## src/rtl/mem_arb_pkg.sv

```systemverilog
// mem_arb_pkg: shared types and defaults for the unified-SRAM arbiter.
//   owner_e          : who owns the SRAM read data returning this cycle
//   STARVE_LIMIT_DEF : default number of data-won conflicts before a fetch is forced
package mem_arb_pkg;

    localparam int STARVE_LIMIT_DEF = 4;

    typedef enum logic [1:0] {
        NONE    = 2'd0,
        INST_RD = 2'd1,
        DATA_RD = 2'd2,
        DATA_WR = 2'd3
    } owner_e;

endpackage

```

## src/rtl/mem_arb_rsp.sv

```systemverilog
// mem_arb_rsp: response routing for the unified SRAM.
// Records which requester was granted last cycle (owner) and steers the
// returning SRAM read data to that port; each port keeps its last returned
// word in a hold register between responses.
//   clk, resetn          : clock, synchronous active-low reset
//   i_inst_gnt/data_gnt  : grants issued this cycle
//   i_data_wen           : data byte enables (0 = read)
//   i_sram_rdata         : SRAM read data for last cycle's access
//   o_inst_*/o_data_*    : per-port rvalid and held read data
module mem_arb_rsp
    import mem_arb_pkg::*;
(
    input  logic        clk,
    input  logic        resetn,
    input  logic        i_inst_gnt,
    input  logic        i_data_gnt,
    input  logic [3:0]  i_data_wen,
    input  logic [31:0] i_sram_rdata,
    output logic        o_inst_rvalid,
    output logic [31:0] o_inst_rdata,
    output logic        o_data_rvalid,
    output logic [31:0] o_data_rdata
);

    owner_e      r_owner;
    owner_e      w_owner_nxt;
    logic [31:0] r_inst_hold;
    logic [31:0] r_data_hold;
    logic        w_inst_rv;
    logic        w_data_rv;

    always_comb begin
        w_owner_nxt = NONE;
        if (i_inst_gnt)
            w_owner_nxt = INST_RD;
        else if (i_data_gnt)
            w_owner_nxt = (i_data_wen == 4'b0000) ? DATA_RD : DATA_WR;
    end

    always_ff @(posedge clk) begin
        if (!resetn) begin
            r_owner     <= NONE;
            r_inst_hold <= '0;
            r_data_hold <= '0;
        end else begin
            r_owner <= w_owner_nxt;
            if (r_owner == INST_RD) r_inst_hold <= i_sram_rdata;
            if (r_owner == DATA_RD) r_data_hold <= i_sram_rdata;
        end
    end

    // Outputs are gated by resetn so they read 0 from the very first reset
    // cycle, not only after the synchronous clear has taken effect.
    assign w_inst_rv     = resetn && (r_owner == INST_RD);
    assign w_data_rv     = resetn && (r_owner == DATA_RD);
    assign o_inst_rvalid = w_inst_rv;
    assign o_data_rvalid = w_data_rv;

    // In the response cycle the live SRAM word is presented directly; it is
    // captured into the hold register at the end of that cycle.
    assign o_inst_rdata = !resetn ? '0 : (w_inst_rv ? i_sram_rdata : r_inst_hold);
    assign o_data_rdata = !resetn ? '0 : (w_data_rv ? i_sram_rdata : r_data_hold);

endmodule

```

## src/rtl/mem_arbiter.sv

```systemverilog
// mem_arbiter: fixed-priority arbiter (data over fetch) for one unified SRAM,
// with a starvation counter that forces a fetch grant after STARVE_LIMIT
// consecutive conflict cycles won by data.
//   clk, resetn                  : clock, synchronous active-low reset
//   inst_req/addr -> inst_gnt    : fetch request / grant
//   inst_rvalid/rdata            : fetch response (data held between responses)
//   data_req/wen/addr/wdata      : load/store request, data_gnt grant
//   data_rvalid/rdata            : load response (data held between responses)
//   sram_en/wen/addr/wdata       : SRAM command, driven in the grant cycle
//   sram_rdata                   : SRAM read data, one cycle after a read
module mem_arbiter
    import mem_arb_pkg::*;
#(
    parameter int STARVE_LIMIT = STARVE_LIMIT_DEF
) (
    input  logic        clk,
    input  logic        resetn,
    input  logic        inst_req,
    input  logic [31:0] inst_addr,
    output logic        inst_gnt,
    output logic        inst_rvalid,
    output logic [31:0] inst_rdata,
    input  logic        data_req,
    input  logic [3:0]  data_wen,
    input  logic [31:0] data_addr,
    input  logic [31:0] data_wdata,
    output logic        data_gnt,
    output logic        data_rvalid,
    output logic [31:0] data_rdata,
    output logic        sram_en,
    output logic [3:0]  sram_wen,
    output logic [31:0] sram_addr,
    output logic [31:0] sram_wdata,
    input  logic [31:0] sram_rdata
);

    logic [3:0] r_starve_cnt;
    logic       w_starve_max;
    logic       w_inst_gnt;
    logic       w_data_gnt;

    assign w_starve_max = (r_starve_cnt == 4'(STARVE_LIMIT));

    // Data normally wins; a fetch that has waited STARVE_LIMIT conflicts wins.
    assign w_data_gnt = resetn && data_req && !(inst_req && w_starve_max);
    assign w_inst_gnt = resetn && inst_req && !w_data_gnt;

    assign inst_gnt = w_inst_gnt;
    assign data_gnt = w_data_gnt;

    always_ff @(posedge clk) begin
        if (!resetn || !inst_req || w_inst_gnt)
            r_starve_cnt <= '0;
        else if (w_data_gnt && !w_starve_max)
            r_starve_cnt <= r_starve_cnt + 4'd1;
    end

    always_comb begin
        sram_en    = 1'b0;
        sram_wen   = 4'b0000;
        sram_addr  = '0;
        sram_wdata = '0;
        if (w_inst_gnt) begin
            sram_en   = 1'b1;
            sram_addr = inst_addr;
        end else if (w_data_gnt) begin
            sram_en    = 1'b1;
            sram_wen   = data_wen;
            sram_addr  = data_addr;
            sram_wdata = data_wdata;
        end
    end

    mem_arb_rsp u_rsp (
        .clk           (clk),
        .resetn        (resetn),
        .i_inst_gnt    (w_inst_gnt),
        .i_data_gnt    (w_data_gnt),
        .i_data_wen    (data_wen),
        .i_sram_rdata  (sram_rdata),
        .o_inst_rvalid (inst_rvalid),
        .o_inst_rdata  (inst_rdata),
        .o_data_rvalid (data_rvalid),
        .o_data_rdata  (data_rdata)
    );

endmodule

```

## config.mk

```make
export PLATFORM = sky130hd
export DESIGN_NAME = mem_arbiter
export DESIGN_NICKNAME = d
export VERILOG_FILES = /design/src/rtl/mem_arb_pkg.sv /design/src/rtl/mem_arb_rsp.sv /design/src/rtl/mem_arbiter.sv
export SDC_FILE = /design/constraint.sdc
export NUM_CORES = 1
export LEC_CHECK = 0
export CORE_MARGIN = 8
export CORE_UTILIZATION = 38
export CTS_CLUSTER_DIAMETER = 100
export DETAILED_ROUTE_END_ITERATION = 10
export PLACE_DENSITY = 0.88
export REMOVE_ABC_BUFFERS = 1
export SYNTH_ARGS = -nofsm -noshare
export SYNTH_HDL_FRONTEND = slang
export SYNTH_SLANG_ARGS = --single-unit
```

## constraint.sdc

```tcl
create_clock -name clk -period 3.4 [get_ports clk]
set_input_delay 0.68 -clock clk [delete_from_list [all_inputs] [get_ports clk]]
set_output_delay 0.68 -clock clk [all_outputs]
set_load 0.01 [all_outputs]
```

**After elaboration in Yosys (flattened, before gate mapping)**

Cells that the tools add are included.

- $add $sub $neg: 1
- Equality and inequality tests: 3
- Mux-type cells: 15
- Bitwise gates (word level): 2
- Reductions and logical operators: 17

Operators by type and width:

| cell | number |
|---|---|
| $mux W32 | 8 |
| $logic_and A1 B1 Y1 | 8 |
| $mux W4 | 2 |
| $logic_not A1 Y1 | 5 |
| $mux W1 | 5 |
| $add A4 B1 Y4 const B | 1 |
| $eq A4 B3 Y1 const B | 1 |
| $logic_not A4 Y1 | 1 |
| $reduce_or A3 Y1 | 1 |
| $eq A2 B1 Y1 const B | 1 |
| $eq A2 B2 Y1 const B | 1 |
| $logic_or A1 B1 Y1 | 2 |
| $not A1 Y1 | 2 |

- Bits in registers: 70
- Output and inout port bits: 137
- Word-level logic and storage cells: 43

**Longest topological paths before layout**

Gate-level depths: netlist of the first run.

- Depth in word-level cells: 7
- Gate-level depth with buffers: 7
- Mapped depth without buffers: 5

**Hierarchy**

From an unflattened synthesis of the first run, not the netlist that was laid out.

- Cells, all modules: 462
- Area, all modules: 3766.1 um2

By module, submodules not included:

| module | times used | cells an instance | area an instance (um2) | sequential area each (um2) |
|---|---|---|---|---|
| mem_arb_rsp | 1 | 361 | 2980.4 | 1321.3 |
| mem_arbiter | 1 | 101 | 785.8 | 80.1 |

**Worst setup path after synthesis of the first run**

OpenSTA, ideal clock, no wires.

- Path type: input -> output
- Start: input port resetn
- End: output port sram_addr[23]
- Data arrival time: 1.589 ns
- Required time: 2.720 ns
- Slack: 1.131 ns
- Cell stages on the path: 5
- Path buffers: 2
- Path through: buf_2 > nand2_1 > a21oi_2 > buf_2 > a22o_1

- Word-level cells in the longest chain between the ends: 5
- Elaborated cells on any way between the ends: 7
- Those cells by class: mux (2); reduce/logical (5)

Ends and longest elaborated chain:

| element | line | text |
|---|---|---|
| start, declared | mem_arbiter.sv:17 | `input logic resetn,` |
| $logic_and A1 B1 Y1 (2 in a row) | mem_arbiter.sv:45 | `assign w_data_gnt = resetn && data_req && !(inst_req && w_starve_max);` |
| $logic_not A1 Y1 | mem_arbiter.sv:46 | `assign w_inst_gnt = resetn && inst_req && !w_data_gnt;` |
| $logic_and A1 B1 Y1 (*) | mem_arbiter.sv:46 |  |
| named net inst_gnt | mem_arbiter.sv:20 | `output logic inst_gnt,` |
| $mux W32 (*) | mem_arbiter.sv:63 | `if (w_inst_gnt) begin` |
| end, declared | mem_arbiter.sv:32 | `output logic [31:0] sram_addr,` |

The timed path passes the listed nets; every way through them passes the cells marked *.

**Worst setup path after layout of the first run**

- Start: input port inst_req
- End: output port sram_addr[17]

- Word-level cells in the longest chain between the ends: 6
- Elaborated cells on any way between the ends: 8
- Those cells by class: mux (2); reduce/logical (6)

Ends and longest elaborated chain:

| element | line | text |
|---|---|---|
| start, declared | mem_arbiter.sv:18 | `input logic inst_req,` |
| $logic_and A1 B1 Y1 | mem_arbiter.sv:45 |  |
| $logic_not A1 Y1 | mem_arbiter.sv:45 |  |
| $logic_and A1 B1 Y1 | mem_arbiter.sv:45 |  |
| $logic_not A1 Y1 | mem_arbiter.sv:46 |  |
| $logic_and A1 B1 Y1 | mem_arbiter.sv:46 |  |
| $mux W32 (*) | mem_arbiter.sv:63 |  |

Every way passes the cells marked *; elsewhere a longest branch is shown, timed or not.

==> flow_metrics.tcl, run 1 <==
set metrics [dict create \
    top_ports 273 \
    crit_buf_inv 3 \
    gp_routability_congestion 0.844 \
    mappedNetlistArea_um2 3750 \
    worstHoldPathType "reg -> reg" \
    first_iter_violations 249 \
    cp_slowest_stage_delay_ps 560 \
    finish.net_count 851 \
    dp_slack_ps 174 \
    antenna_cells 0 \
    cp-start-kind "input port" \
    period_share_pct 95.3 \
    most_used_cells_in_the_layout_excluding_fill_and_tap_cells "clkdlybuf4s50_1, nand2_1, a21boi_0" \
    drtPass1Iterations 6 \
    power.static_leakage_uw 0.00245 \
    share_of_power_burned_in_registers_pct 40.6 \
    synth-seq-area-share_pct 37.4 \
    crit_required_ps 2720 \
    power.switching_fraction_pct 27.7 \
    run_status "complete, no violations" \
    avgViaCountPerCell 5.01 \
    grt_first_pass_wirelength_um 23500 \
    finalWorstSetupSlack_ps 160 \
    synthesis.area_per_instance_um2 8.11 \
    filler_cell_count 780 \
    final.setup.tns_ps 0 \
    finalHoldViolCount 0 \
    power_density_of_the_placed_cells_nw_per_um2 318 \
    wl_per_cell_um 19.1 \
    synthCells 462 \
    critical_path.max_fanout 34 \
    drive_gt1_share_pct 4.32 \
    core_area_um2 9680 \
    power.clock.fraction_pct 31.5 \
    rsz0062_at_grt "no" \
    postRouteWirelength_um 16300 \
    maxCapViolCount 0 \
    synth-warning-count 0 \
    worst_setup_path_end_kind "output port" \
    tightestPinTransition_ps 413 \
    ctsHtreeMaxLevel 3 \
    cts_tree "done" \
    via_count 4263 \
    combinationalPowerShare_pct 27.9 \
    fin_util_pct 69.5 \
    die_x_um 115 \
    die_area_um2 13300 \
    grt_pass1_vias 4294 \
    whs_ps 467 \
    globalRoute.totalOverflow 0 \
    fmaxAchievable_ghz 0.309 \
    post_synth_num_cell_types 24 \
    setup_bufs_post_cts 0 \
    layout_commonest_cell "clkdlybuf4s50_1" \
    cts.hold.buffers_added 0 \
    cts_repair_resize_count 0 \
    grt_start_max_net_pins 73 \
    clkSlewWorstSetupHoldPaths_ps 80 \
    detail_route.drc_violations 0 \
    antenna_violating_nets_post_route 0 \
    timing.final.crit_period_ps 3240 \
    post-layout-total-power_uw 2140 \
    finalClockSkew_ps 8.11 \
    globalRouteTotalUtil_pct 23.5 \
    clock_tree.root_cell "clkbuf_8" \
    path_class "in -> out" \
    postSynthRegisterBits 70 \
    place.detailed.hpwl_um 13200 \
    cts_buffer_depth 2 \
    p_int_uw 1550 \
    area_growth_pct 79.7 \
    rrSetupSlack_ps 1960 \
    die_height_um 115 \
    fp-row-count 36 \
    clock_latency_ps 340 \
    finalSetupViolCount 0 \
    vdd.ir_drop.worst_mv 0.177 \
    initial_cell_density_of_the_core_pct 38.7 \
    worstPathCellList "clkdlybuf4s50_1, nand2_1, a21oi_2, buf_12, a22o_1, clkdlybuf4s50_1" \
    worst_path_dominant_cell_family "buffers and inverters" \
    cp_common_cell "clkdlybuf4s50_1" \
    slowest_stage "clkdlybuf4s50_1" \
    cp.arrival_ps 2560 \
    numClockSinks 70 \
    power.net_switching_uw 594 \
    inserted_clock_buffers 9 \
    timing_max_transition_violations_final 0 \
    max-slew-margin-rel_pct 72.4 \
    number_of_antenna_violations_at_the_first_check_in_global_routing 2 \
    place.port_buffers 272 \
]
power by group through the flow:
| stage | Combinational, µW | Sequential (µW) | Clock, µW |
|---|---|---|---|
| 6_report | 598 | 870 | 675 |
| 5_1_grt | 637 | 875 | 729 |
| 4_1_cts | 603 | 871 | 693 |
| 3_5_place_dp | 601 | 890 | 0 |
| 3_3_place_gp | 588 | 888 | 0 |
| 2_1_floorplan | 198 | 886 | 0 |
metal layers:
metal  vias up  part of all wire, %  global-route usage [%]
met5         -                 0.18                       0
met4         4                  3.7                    11.3
met3        36                  8.5                    9.24
met2       170                   53                    44.4
met1      1978                   35                    21.5
li1       2075                    -                       -
state kept, by name, indices dropped and copies added (netlist names):
name	flops
u_rsp.r_data_hold	32
u_rsp.r_inst_hold	32
r_starve_cnt	4
u_rsp.r_owner	2
cells in the mapped netlist:
master / n / area (µm²)
ha_1: 2 / 25.0
or4_1: 1 / 7.51
xnor2_1: 1 / 8.76
and2_1: 38 / 238
nor2b_1: 2 / 12.5
a21oi_2: 1 / 8.76
dfxtp_1: 70 / 1400
inv_2: 1 / 3.75
nand3_1: 1 / 5.00
a21o_1: 1 / 7.51
buf_2: 16 / 80.1
nand2_1: 130 / 488
inv_1: 3 / 11.3
a21boi_1: 24 / 180
o21a_1: 1 / 7.51
xor2_1: 1 / 8.76
nor3_1: 4 / 20.0
a22o_1: 32 / 280
nand2b_1: 2 / 12.5
clkbuf_1: 20 / 75.1
buf_6: 4 / 45.0
o211a_1: 2 / 20.0
nand3b_4: 1 / 20.0
a21boi_0: 104 / 781
through the flow:
stage / area (µm²) / cells
after global placement: 6530 / 835
after CTS: 6730 / 851
after detailed placement: 6530 / 835
final: 6730 / 851
after floorplan: 3550 / 422
after global routing: 6730 / 851
path summary, 6_finish.rpt:
| check | start | end | cells past startpoint |
|---|---|---|---|
| max reg2reg | r_starve_cnt[0] | u_rsp.r_owner[0] | 6 |
| min reg2reg | u_rsp.r_inst_hold[15] | u_rsp.r_inst_hold[15] | 2 |
| min | u_rsp.r_inst_hold[15] | u_rsp.r_inst_hold[15] | 2 |
| max | inst_req | sram_addr[17] | 6 |
layout make-up:
type	count	area, µm²	share of cell area (%)
Timing Repair Buffer	280	2820	41.8
Multi-Input combinational cell	348	2140	31.7
Sequential cell	70	1400	20.8
Tap cell	133	166	2.47
Clock buffer	9	124	1.84
Clock inverter	7	75.1	1.12
Inverter	4	15.0	0.223
tightest hold or removal path: stages, from the launching register on:
cell	delay, ps
dfxtp_1	300
nand2_1	50
a21boi_0	70
logic make-up (layout without fill, tap and decap cells):
| logic type | count (synthesis) | after routing | share of synthesized area [%] |
|---|---|---|---|
| buffers and inverters | 44 | 300 | 5.74 |
| AOI/OAI and AO/OA | 165 | 165 | 34.3 |
| DFF | 70 | 70 | 37.4 |
| and+or+nand+nor | 179 | 179 | 21.4 |
| xor gates and xnor gates | 2 | 2 | 0.468 |
| adders and majority gates | 2 | 2 | 0.668 |
No activity file was read; power rests on OpenSTA's default activity.
==> run 2, diff against run 1 <==
--- a/config.mk
+++ b/config.mk
@@ -6,10 +6,10 @@
 export NUM_CORES = 1
 export LEC_CHECK = 0
 export CORE_MARGIN = 8
-export CORE_UTILIZATION = 38
+export CORE_UTILIZATION = 32
 export CTS_CLUSTER_DIAMETER = 100
 export DETAILED_ROUTE_END_ITERATION = 10
-export PLACE_DENSITY = 0.88
+export PLACE_DENSITY = 0.79
 export REMOVE_ABC_BUFFERS = 1
 export SYNTH_ARGS = -nofsm -noshare
 export SYNTH_HDL_FRONTEND = slang
==> constraint.sdc (replaced) <==
create_clock -name clk -period 2.6 [get_ports clk]
set_input_delay 0.52 -clock clk [delete_from_list [all_inputs] [get_ports clk]]
set_output_delay 0.52 -clock clk [all_outputs]
set_load 0.01 [all_outputs]
==> run 2 against run 1 <==
Compared with the run above: hold slack lost 6.6 ps; non-clock buffer count grew 10; routed wire length up 1.1%; register-to-register slack got worse by 790 ps; critical path type is now reg -> out; sequential power grew 31%; first-iteration DRC count down 2.0%; highest routed layer unchanged; count of clock-buffer cells in the layout rose by 2; clock power increased by 61%; flip-flop and latch count unchanged; via count rose by 1.4%; global-route usage fell by 3.5 points; sequential share of layout area is 0.36 points lower.
==> flow_metrics.tcl, run 2 (synthesis results as in run 1) <==
set metrics [dict create \
    period_share_pct 97.8 \
    cp-start-kind "flip-flop" \
    first_iter_violations 244 \
    layout_commonest_cell "clkdlybuf4s50_1" \
    globalRouteTotalUtil_pct 20.0 \
    hold_sp "u_rsp.r_inst_hold[21]" \
    core_area_um2 11400 \
    power_density_of_the_placed_cells_nw_per_um2 437 \
    rsz0062_at_grt "yes" \
    power.static_leakage_uw 0.00304 \
    power.net_switching_uw 758 \
    inserted_clock_buffers 9 \
    combinationalPowerShare_pct 25.4 \
    finalSetupViolCount 0 \
    total_length_of_routed_met2_wires_um 8730 \
    initial_cell_density_of_the_core_pct 32.8 \
    numClockSinks 70 \
    power.clock.fraction_pct 36.5 \
    detail_route.drc_violations 0 \
    avgViaCountPerCell 4.98 \
    finalHoldViolCount 0 \
    whs_ps 460 \
    top_ports 273 \
    cp.arrival_ps 2020 \
    tightestPinTransition_ps 349 \
    fmaxAchievable_ghz 0.393 \
    max-slew-margin-rel_pct 76.7 \
    grt_first_pass_wirelength_um 24700 \
    maxCapViolCount 0 \
    number_of_antenna_violations_at_the_first_check_in_global_routing 1 \
    fp-row-count 39 \
    cts_tree "done" \
    dp_slack_ps -217 \
    die_area_um2 15400 \
    wl_per_cell_um 19.0 \
    crit_required_ps 2080 \
    via_count 4324 \
    finish.cell_count_without_fillers 868 \
    postRouteWirelength_um 16500 \
    die_x_um 124 \
    met3_wirelength_um 1340 \
    maxUsedRoutingLayer "met5" \
    place_inst 853 \
    place.port_buffers 272 \
    place.detailed.hpwl_um 13200 \
    worst_setup_path_end_kind "output port" \
    grt_start_max_net_pins 112 \
    finish.net_count 861 \
    finalWorstSetupSlack_ps 57.1 \
    die_height_um 124 \
    share_of_power_burned_in_registers_pct 38.1 \
    grt_pass1_vias 4365 \
    drive_gt1_share_pct 7.03 \
    power.switching_fraction_pct 25.3 \
    p_int_uw 2240 \
    antenna_violating_nets_post_route 0 \
    final_cell_area_um2 6850 \
    clock_latency_ps 320 \
    top_regs "u_rsp.r_data_hold: 32 flops, u_rsp.r_inst_hold: 32 flops, r_starve_cnt: 4 flops" \
    crit_start "u_rsp.r_owner[0]" \
    timing_max_transition_violations_final 0 \
    critical_path.max_fanout 25 \
    clkSlewWorstSetupHoldPaths_ps 50 \
    clock_tree.root_cell "clkbuf_16" \
    post-layout-total-power_uw 3000 \
    run_status "complete, no violations" \
    wl_met1_um 5830 \
    finalClockSkew_ps 4.08 \
    ctsHtreeMaxLevel 3 \
    path_class "reg -> out" \
    reg2reg_from "r_starve_cnt[0]" \
    worstHoldPathType "reg -> reg" \
    cts_buffer_depth 2 \
    most_used_cells_in_the_layout_excluding_fill_and_tap_cells "clkdlybuf4s50_1, nand2_1, a21boi_0" \
    vdd.ir_drop.worst_mv 0.315 \
    area_growth_pct 82.9 \
    gp_routability_congestion 0.898 \
    drtPass1Iterations 5 \
    antenna_cells 0 \
    globalRoute.totalOverflow 0 \
    timing.final.crit_period_ps 2540 \
    dpl_cell_area_um2 6590 \
]
==> run 2: power groups by stage <==
stage	combinational (µW)	clock (µW)	sequential (µW)
2_1_floorplan	258	0	1160
3_3_place_gp	779	0	1160
3_5_place_dp	794	0	1160
4_1_cts	771	1110	1140
5_1_grt	816	1160	1150
6_report	763	1090	1140
==> run 2: routing by layer <==
layer	vias to the layer above	GRT usage (%)
met5	-	0
met4	2	8.15
met3	36	7.79
met2	187	37.4
met1	2002	19.2
li1	2097	-
==> run 2: area by class of cell <==
cell class	count	area, µm²
Inverter	4	15.0
Sequential cell	70	1400
Timing Repair Buffer	290	2840
Clock buffer	11	253
Clock inverter	2	10.0
Fill cell	1032	4570
Tap cell	143	179
Multi-Input combinational cell	348	2150
==> run 2: per-stage QoR <==
step | util [%] | setup TNS (ps)
after CTS | 59.9 | 0
after floorplan | - | 0
after global placement | 57.7 | -8990
after detailed placement | 57.7 | -10220
final | 60.0 | 0
after global routing | 60.0 | -131
==> run 2: worst paths after layout <==
kind	endpoint	slack, ps	depth (start not counted)
setup / recovery	inst_rdata[15]	60	5
hold / removal	u_rsp.r_inst_hold[21]	460	2
setup reg to reg	u_rsp.r_owner[0]	1170	6
hold reg to reg	u_rsp.r_inst_hold[21]	460	2
==> run 2: critical path, stage by stage (launching register included) <==
cell	delay, ps
dfxtp_1	370
nor2b_2	230
buf_12	210
nand2_1	100
a21boi_1	200
clkdlybuf4s50_1	580
==> run 2: timing repair <==
| action | CTS | global route |
|---|---|---|
| gates cloned | 1 | 0 |
| setup buffers | 1 | 0 |
| setup endpoints to repair | 88 | 53 |
| hold buffers | 0 | 0 |
| gates resized for setup | 93 | 38 |
